--- config.mk ---
export PLATFORM = sky130hd
export DESIGN_NAME = o_buf_reader
export DESIGN_NICKNAME = d
export VERILOG_FILES = /design/src/rtl/o_buf_reader.sv
export SDC_FILE = /design/constraint.sdc
export NUM_CORES = 1
export LEC_CHECK = 0
export CAP_MARGIN = 20
export CELL_PAD_IN_SITES_DETAIL_PLACEMENT = 0
export CELL_PAD_IN_SITES_GLOBAL_PLACEMENT = 1
export CORE_ASPECT_RATIO = 1.75
export CORE_UTILIZATION = 42
export DETAILED_ROUTE_END_ITERATION = 8
export GPL_TIMING_DRIVEN = 0
export PLACE_DENSITY_LB_ADDON = 0.2
export SLEW_MARGIN = 30
export SYNTH_ARGS = -nofsm -noshare
export SYNTH_HDL_FRONTEND = slang
export SYNTH_SLANG_ARGS = --single-unit
export TNS_END_PERCENT = 30
--- constraint.sdc ---
create_clock -name pclk -period 3.21 [get_ports pclk]
set_clock_uncertainty 0.1 [all_clocks]
set_input_delay 0.321 -clock pclk [delete_from_list [all_inputs] [get_ports pclk]]
set_output_delay 0.321 -clock pclk [all_outputs]
set_load 0.05 [all_outputs]
--- src/rtl/o_buf_reader.sv ---
// rtl/o_buf_reader.sv - linebuffer read controller: fetches 32-bit words, streams 8-bit pixels with sol/eol
// Optional O_BUF_PREFETCH_EN adds a one-word prefetch register for 1 px/cycle sustained throughput.
module o_buf_reader #(
  parameter int ADDR_WIDTH = 16,
  parameter int LINE_WORDS = 160
) (
  input  logic                  pclk,
  input  logic                  reset_n,
  input  logic                  line_valid,
  input  logic [ADDR_WIDTH-1:0] line_base,
  output logic                  rd_en,
  output logic [ADDR_WIDTH-1:0] rd_addr,
  input  logic [31:0]           rd_data,
  output logic [7:0]            px_data,
  output logic                  px_valid,
  input  logic                  px_ready,
  output logic                  px_sol,
  output logic                  px_eol,
  output logic                  busy,
  output logic                  overrun
);

  localparam int CNT_W = (LINE_WORDS > 1) ? $clog2(LINE_WORDS) : 1;
  localparam logic [CNT_W-1:0] LAST_WORD = CNT_W'(LINE_WORDS - 1);

  typedef enum logic [1:0] {IDLE, REQ, WAIT, SHIFT} state_t;

  state_t                state_q, state_d;
  logic [ADDR_WIDTH-1:0] base_q, base_d;
  logic [CNT_W-1:0]      word_cnt_q, word_cnt_d;
  logic [1:0]            lane_q, lane_d;
  logic [31:0]           shreg_q, shreg_d;
  logic                  rd_en_q, rd_en_d;
  logic [ADDR_WIDTH-1:0] rd_addr_q, rd_addr_d;
  logic [7:0]            px_data_q, px_data_d;
  logic                  px_valid_q, px_valid_d;
  logic                  px_sol_q, px_sol_d;
  logic                  px_eol_q, px_eol_d;
  logic                  busy_q, busy_d;
  logic                  overrun_q, overrun_d;

  logic                  transfer;
  logic [1:0]            lane_nx;
  logic [CNT_W-1:0]      cnt_nx;

`ifdef O_BUF_PREFETCH_EN
  logic [31:0]           pf_q, pf_d;
  logic                  pf_valid_q, pf_valid_d;
  logic                  pf_rd_q, pf_rd_d;
  logic                  pf_wait_q, pf_wait_d;
  logic [CNT_W-1:0]      cnt_nx2;
`endif

  always_comb begin
    state_d    = state_q;
    base_d     = base_q;
    word_cnt_d = word_cnt_q;
    lane_d     = lane_q;
    shreg_d    = shreg_q;
    rd_en_d    = 1'b0;
    rd_addr_d  = rd_addr_q;
    px_data_d  = px_data_q;
    px_valid_d = px_valid_q;
    px_sol_d   = px_sol_q;
    px_eol_d   = px_eol_q;
    transfer   = px_valid_q & px_ready;
    lane_nx    = lane_q + 2'd1;
    cnt_nx     = word_cnt_q + CNT_W'(1);
    overrun_d  = line_valid & (state_q != IDLE);
`ifdef O_BUF_PREFETCH_EN
    cnt_nx2    = cnt_nx + CNT_W'(1);
    pf_d       = pf_q;
    pf_valid_d = pf_valid_q;
    pf_rd_d    = 1'b0;
    pf_wait_d  = rd_en_q & pf_rd_q;
    // Prefetch data lands one cycle after its strobe, independent of FSM state.
    if (pf_wait_q) begin
      pf_d       = rd_data;
      pf_valid_d = 1'b1;
    end
`endif
    case (state_q)
      IDLE: begin
        if (line_valid) begin
          base_d     = line_base;
          word_cnt_d = '0;
          rd_en_d    = 1'b1;
          rd_addr_d  = line_base;
          state_d    = REQ;
        end
      end
      REQ: state_d = WAIT;
      WAIT: begin
        shreg_d    = rd_data;
        lane_d     = 2'd0;
        px_valid_d = 1'b1;
        px_data_d  = rd_data[7:0];
        px_sol_d   = (word_cnt_q == '0);
        px_eol_d   = 1'b0;
        state_d    = SHIFT;
`ifdef O_BUF_PREFETCH_EN
        if (word_cnt_q != LAST_WORD) begin
          rd_en_d   = 1'b1;
          pf_rd_d   = 1'b1;
          rd_addr_d = base_q + ADDR_WIDTH'(cnt_nx);
        end
`endif
      end
      SHIFT: begin
        if (transfer) begin
          px_sol_d = 1'b0;
          px_eol_d = 1'b0;
          if (lane_q == 2'd3) begin
            px_valid_d = 1'b0;
            if (word_cnt_q == LAST_WORD) begin
              state_d = IDLE;
            end
`ifdef O_BUF_PREFETCH_EN
            else if (pf_valid_q) begin
              word_cnt_d = cnt_nx;
              shreg_d    = pf_q;
              lane_d     = 2'd0;
              px_valid_d = 1'b1;
              px_data_d  = pf_q[7:0];
              pf_valid_d = 1'b0;
              if (cnt_nx != LAST_WORD) begin
                rd_en_d   = 1'b1;
                pf_rd_d   = 1'b1;
                rd_addr_d = base_q + ADDR_WIDTH'(cnt_nx2);
              end
            end
`endif
            else begin
              word_cnt_d = cnt_nx;
              rd_en_d    = 1'b1;
              rd_addr_d  = base_q + ADDR_WIDTH'(cnt_nx);
              state_d    = REQ;
            end
          end else begin
            lane_d    = lane_nx;
            px_data_d = shreg_q[{lane_nx, 3'b000} +: 8];
            px_eol_d  = (lane_nx == 2'd3) && (word_cnt_q == LAST_WORD);
          end
        end
      end
      default: state_d = IDLE;
    endcase
    busy_d = (state_d != IDLE);
  end

  always_ff @(posedge pclk or negedge reset_n) begin
    if (!reset_n) begin
      state_q    <= IDLE;
      base_q     <= '0;
      word_cnt_q <= '0;
      lane_q     <= '0;
      shreg_q    <= '0;
      rd_en_q    <= 1'b0;
      rd_addr_q  <= '0;
      px_data_q  <= '0;
      px_valid_q <= 1'b0;
      px_sol_q   <= 1'b0;
      px_eol_q   <= 1'b0;
      busy_q     <= 1'b0;
      overrun_q  <= 1'b0;
`ifdef O_BUF_PREFETCH_EN
      pf_q       <= '0;
      pf_valid_q <= 1'b0;
      pf_rd_q    <= 1'b0;
      pf_wait_q  <= 1'b0;
`endif
    end else begin
      state_q    <= state_d;
      base_q     <= base_d;
      word_cnt_q <= word_cnt_d;
      lane_q     <= lane_d;
      shreg_q    <= shreg_d;
      rd_en_q    <= rd_en_d;
      rd_addr_q  <= rd_addr_d;
      px_data_q  <= px_data_d;
      px_valid_q <= px_valid_d;
      px_sol_q   <= px_sol_d;
      px_eol_q   <= px_eol_d;
      busy_q     <= busy_d;
      overrun_q  <= overrun_d;
`ifdef O_BUF_PREFETCH_EN
      pf_q       <= pf_d;
      pf_valid_q <= pf_valid_d;
      pf_rd_q    <= pf_rd_d;
      pf_wait_q  <= pf_wait_d;
`endif
    end
  end

  assign rd_en    = rd_en_q;
  assign rd_addr  = rd_addr_q;
  assign px_data  = px_data_q;
  assign px_valid = px_valid_q;
  assign px_sol   = px_sol_q;
  assign px_eol   = px_eol_q;
  assign busy     = busy_q;
  assign overrun  = overrun_q;

endmodule

Word-level counts from Yosys, hierarchy flattened
Index checks and enable logic that the tools add are counted.
{"block": "classes", "bitwise_logic": 2, "reduce_logical": 12, "mux": 34, "n_addsub": 3, "magnitude_cmp": 0, "shifts": 1, "div_mod_pow": 0, "n_eq_ne": 11, "multipliers": 0}
{"cell": "two-way mux 16 bit", "count": 4}
{"cell": "two-way mux 8 bit", "count": 6}
{"cell": "case mux 16 bit (2 select lines)", "count": 1}
{"cell": "case mux 8 bit (2 select lines)", "count": 2}
{"cell": "indexed part select 32 x 6 -> 8 bit", "count": 1}
{"cell": "adder 16 x 8 -> 16 bit", "count": 1}
{"cell": "two-way mux 1 bit", "count": 10}
{"cell": "two-way mux 2 bit", "count": 5}
{"cell": "inequality test 2 bit (second input constant)", "count": 5}
{"cell": "adder 8 x 1 -> 8 bit (second input constant)", "count": 1}
{"cell": "== test 2 bit (second input constant)", "count": 4}
{"cell": "== test 8 bit (second input constant)", "count": 1}
{"cell": "zero test 8 bit", "count": 1}
{"cell": "case mux 1 bit (2 select lines)", "count": 4}
{"cell": "case mux 2 bit (4 select lines)", "count": 1}
{"cell": "nonzero test 2 bit", "count": 4}
{"cell": "AND reduction 3 bit", "count": 2}
{"cell": "AND reduction 5 bit", "count": 1}
{"cell": "case mux 2 bit (2 select lines)", "count": 1}
{"cell": "AND reduction 2 bit", "count": 2}
{"cell": "adder 2 x 1 -> 2 bit (second input constant)", "count": 1}
{"cell": "bitwise AND 1 bit", "count": 2}
{"cell": "== test 2 x 1 -> 1 bit (second input constant)", "count": 1}
{"cell": "zero test 2 bit", "count": 1}
{"cell": "logical AND 1 bit", "count": 1}
{"block": "word_totals", "latch_bits": 0, "mem_bits_ro": 0, "memories": 0, "inputBits": 52, "mem_bits_rw": 0, "regBits": 90}

Logic depth before layout (Yosys ltp)
{"block": "logic_depth", "word_depth": 6, "depth_mapped": 11, "depth_no_buf": 11}

Least setup slack after synthesis
OpenSTA, ideal clock, no wires.
{"block": "synth_path", "path_type": "flip-flop to flip-flop", "start": "reg word_cnt_q[0]", "end": "reg rd_addr_q[15], in the netlist rd_addr[15]", "setup_ns": 0.124, "synth_period_minus_slack_ns": 2.552, "required_time_ns": 2.986, "n_path_buf": 0, "arrival_time_ns": 2.329, "path_stages_with_launch": 11, "slack_ns": 0.658, "path_cell_list": "dfrtp_1 > ha_1 > nand2_1 > xnor2_1 > ha_1 > and2_1 > a221oi_2 > a21oi_1 > o2111ai_1 > mux2i_1 > a211o_1"}
{"block": "synth_between", "elab_chain_len": 6, "word_cells_on_any_way": 9}
{"element": "start: declaration", "line_no": "30", "text": "logic [CNT_W-1:0] word_cnt_q, word_cnt_d;"}
{"element": "start signal: assignment", "line_no": "175", "text": "word_cnt_q <= word_cnt_d;"}
{"element": "adder 8 x 1 -> 8 bit", "line_no": "68", "text": "cnt_nx = word_cnt_q + CNT_W'(1);"}
{"element": "adder 16 x 8 -> 16 bit", "line_no": "136", "text": "rd_addr_d = base_q + ADDR_WIDTH'(cnt_nx);"}
{"element": "two-way mux 16 bit", "line_no": "115", "text": "if (word_cnt_q == LAST_WORD) begin"}
{"element": "two-way mux 16 bit", "line_no": "113", "text": "if (lane_q == 2'd3) begin"}
{"element": "two-way mux 16 bit", "line_no": "110", "text": "if (transfer) begin"}
{"element": "case mux 16 bit (2 select lines)", "line_no": "82", "text": "case (state_q)"}
{"element": "end signal: assignment", "line_no": "179", "text": "rd_addr_q <= rd_addr_d;"}
{"element": "end: declaration", "line_no": "34", "text": "logic [ADDR_WIDTH-1:0] rd_addr_q, rd_addr_d;"}
Parallel ways exist; a longest one is shown, timed or not. The select of a mux whose other input is x is not followed.
A chain may end at the register's enable or synchronous reset.

Worst setup path in the final report
{"block": "layout_path", "start": "reg word_cnt_q[0]", "end": "reg rd_addr_q[13], in the netlist rd_addr[13]"}
Same word-level chain as after synthesis.

==> summary.md <==
| Metric | Value |
|---|---|
| Outcome | finished, final reports clean |
| Initial antenna violation count | 0 |
| Largest net degree at the start of global routing | slightly above 60 |
| Critical path fanouts, max | 7 |
| Post-Route WL | 10.96 mm |
| Vias in the first global route | 3557 |
| Sequential share of power | 33.7% |
| Reg area | 2252 um^2 |
| Mapped Nets | 470 |
| Initial DRC count | 161 |
| ANT cells | 0 |
| Int Pwr | 3.474 mW |
| Max-Cap Viols | 0 |
| Worst-skew pair later-pin latency | between 0.3 and 0.4 ns |
| Area of the multi-input gates | 2260 um^2 |
| Die Span Y | 140.9 um |
| Comb pwr share | 49.1% |
| Max Slew Vio Count | 0 |
| Filler cell count | 953 |
| DR WL/cell | 17.40 um |
| Row count | 50 |
| Max Buffers Root-to-Sink | 2 |
| Fmax | 333.1 MHz |
| Fin crit share | 93.53% |
| First-pass GRT wire length | about 18 mm |
| Worst slew margin | 50.23% |
| Area leader, netlist | dfrtp_1 |
| Share of cells above drive strength 1 | 18.60% |
| Mean Syn Cell Area | 11.55 um^2 |
| DR vias/cell | 5.486 |
| Area growth, synth to finish | 28.27% |
| Initial core utilization | 43.31% |
| HP Class | in -> async |
| IO Port Bufs | 81 |
| Clock power share | 17.2% |
| Switching share of total power | 40.78% |
| Vias | 3456 |
| Synthesized instance count | 401 |
| Clock Tree Root | clkbuf_16 |
| Synth Warn # | 0 |
| Io pins | 82 |
| Minimum clock period after layout | 3.002 ns |
| WP data required | 3.33 ns |
| Psw | 2.392 mW |
| Clk slew on worst S/H paths | 0.06 ns |
| Worst path arrival time | about 3.1 ns |
| Die width | ~81 um |
| Slew @ Worst Pin | 0.7466 ns |
| Ranking of synthesized cells by area | dfrtp_1, mux2_2, ha_1 |
| Post-synthesis sequential area ratio | between 40% and 50% |
| Number of library cell types mapped by synthesis | 50 |
| Synth top area share | 48.61% |
| Final core area utilization | 55.56% |
| Leak Pwr | 2.526 nW |
| Die area | 11470 um^2 |
| Final Setup Violations | 0 |
| Fin nets | 564 |
| Final HPWL DP | between 8 and 9 mm |
| Mapped Area | 4633 um^2 |
| Core outline area | 10700 um^2 |
| Power Density | 987.1 nW/um^2 |
| Tot Pwr | 5.866 mW |
| CTS tree | done |
| Startpoint Class | register |
| RSZ-0062 raised after global routing | false |
| Total GRT Usage | about a fifth |
| Pre-antenna DRT Iters | 4 |
| Fin. Hold Viols | 0 |
| Worst vdd ir | approximately 0.00062 V |
| Gr ovfl total | 0 |
| Worst setup EP type | register |
| H-tree levels | 3 |
| Clock buffer count from CTS | 9 |
| Number of setup buffers added after CTS | 0 |
| DRC viols | 0 |
| Final ANT Viol Nets | 0 |
| CP Class | reg -> reg |
| Global placement routability congestion | 0.8375 |
| Synth Register Bits | 90 |
| Clock sinks | 90 |
[cells in the mapped netlist, drive strengths merged]
library cell and n:
nor2 13, a21o 6, and2 3, nor2b 4, a32o 1, o211a 1
a221oi 1, and4 3, a21oi 22, or2 1, a211o 4, o21a 3
inv 8, clkbuf 9, nand2 33, buf 11, fa 1, o31ai 3
nor3 2, mux2 48, or4 2, a22o 1, dfrtp 90, nor4b 1
o211ai 4, xnor2 13, nand4 6, nand2b 5, o21ai 28, a211oi 2
ha 16, or3b 1, mux2i 15, nand3 15, xor2 2, nor3b 1
a31oi 4, mux4 8, and3 4, or3 5, o2111ai 1
[cell type report]
class	instances	share of cell area, %
clock inverters	6	0.8211
repair buffers	83	14.29
plain buffers	20	1.705
clock buffers	10	4.021
multi-input cells	283	38.02
inverters	8	0.5053
well taps	130	2.737
flip-flops and latches	90	37.89
[worst max-delay path, stage by stage, from the launching register on]
cell      delay (ns)
dfrtp_1         0.44
ha_1            0.32
nand2_1         0.10
xnor2_1         0.29
ha_1            0.34
and2_1          0.20
a221oi_2        0.24
a21oi_1         0.17
o21ai_0         0.28
mux2i_1         0.12
a211o_1         0.28
[per-layer routing]
metal / wire length [um] / GRT usage (%)
met1: 4182 / 24.13
met2: 6147 / 38.33
met3: 459 / 4.013
met4: 175 / 7.707
met5: 0 / 0
[flip-flops by register name, summed over array words and instances (netlist names), 2 cells and up]
name        count
state_q         2
word_cnt_q      8
shreg_q        32
lane_q          2
px_data         8
rd_addr        16
base_q         16
[worst paths after layout]
path	start	end	slack, ns	cells after the start
max	word_cnt_q[0]	rd_addr[13]	0.21	10
max in group asynchronous	reset_n	lane_q[1]	2.10	3
min in group pclk	rd_addr[14]	rd_addr[14]	0.38	1
min reg2reg	rd_addr[14]	rd_addr[14]	0.38	1
max reg2reg	word_cnt_q[0]	rd_addr[13]	0.21	10
min	reset_n	base_q[5]	0.32	2
[cells by family (layout without fill, tap and decap cells)]
family / Yosys count / in the layout / share of synthesized area (%)
compound gates: 81 / 81 / 10.86
fa+ha+maj: 17 / 17 / 4.753
simple gates: 99 / 99 / 11.32
xor+xnor: 15 / 15 / 2.836
flops: 90 / 90 / 48.61
mux: 71 / 71 / 18.80
buf+inv: 28 / 127 / 2.836
[power by group through the flow]
stage               clock network, mW  registers [mW]  logic (mW)
floorplan                           0            2.48        1.53
global placement                    0            1.97        2.86
detailed placement                  0            2.00        2.92
CTS                              1.04            1.98        2.93
global route                     1.09            2.05        3.14
finish                           1.01            1.98        2.88
[layout by cell type, fill, tap and decap left out, types with 4 or more instances in the layout]
cell             instances
buf_2                    6
dfrtp_1                 90
inv_1                    7
nor2b_1                  4
a21o_1                   6
nand2b_1                 5
nand3_1                 14
clkbuf_16                9
o21ai_0                 24
mux2_2                  48
mux4_2                   8
nor2_1                  12
mux2i_1                 15
clkdlybuf4s50_1         80
o21ai_1                  4
xnor2_1                 12
nand4_1                  6
a31oi_1                  4
a21oi_1                 22
a211o_1                  4
ha_1                    16
clkbuf_1                 9
nand2_1                 32
or3_1                    5
[stage by stage]
stage / cell area [um^2] / instances / hold slack [ns] / TNS [ns] / setup WS, ns
after global placement: 5607 / 612 / 0.3616 / -143.07 / -1.599
final: 5943 / 630 / 0.3219 / 0 / 0.2078
after global routing: 5943 / 630 / 0.3666 / 0 / 0.009188
after CTS: 5933 / 630 / 0.3267 / 0 / 0.1631
after floorplan: 4633 / 401 / -0.07459 / 0 / 0.6576
after detailed placement: 5635 / 613 / 0.1197 / 0 / 0.1833
[what timing repair did]
| action | 4_1_cts | 5_1_grt |
|---|---|---|
| hold buffers | 1 | 0 |
| gates resized for setup | 0 | 2 |
| setup endpoints to repair | 0 | 3 |
| endpoints found under the hold margin | 29 | 0 |
No activity file was read; power rests on OpenSTA's default activity.
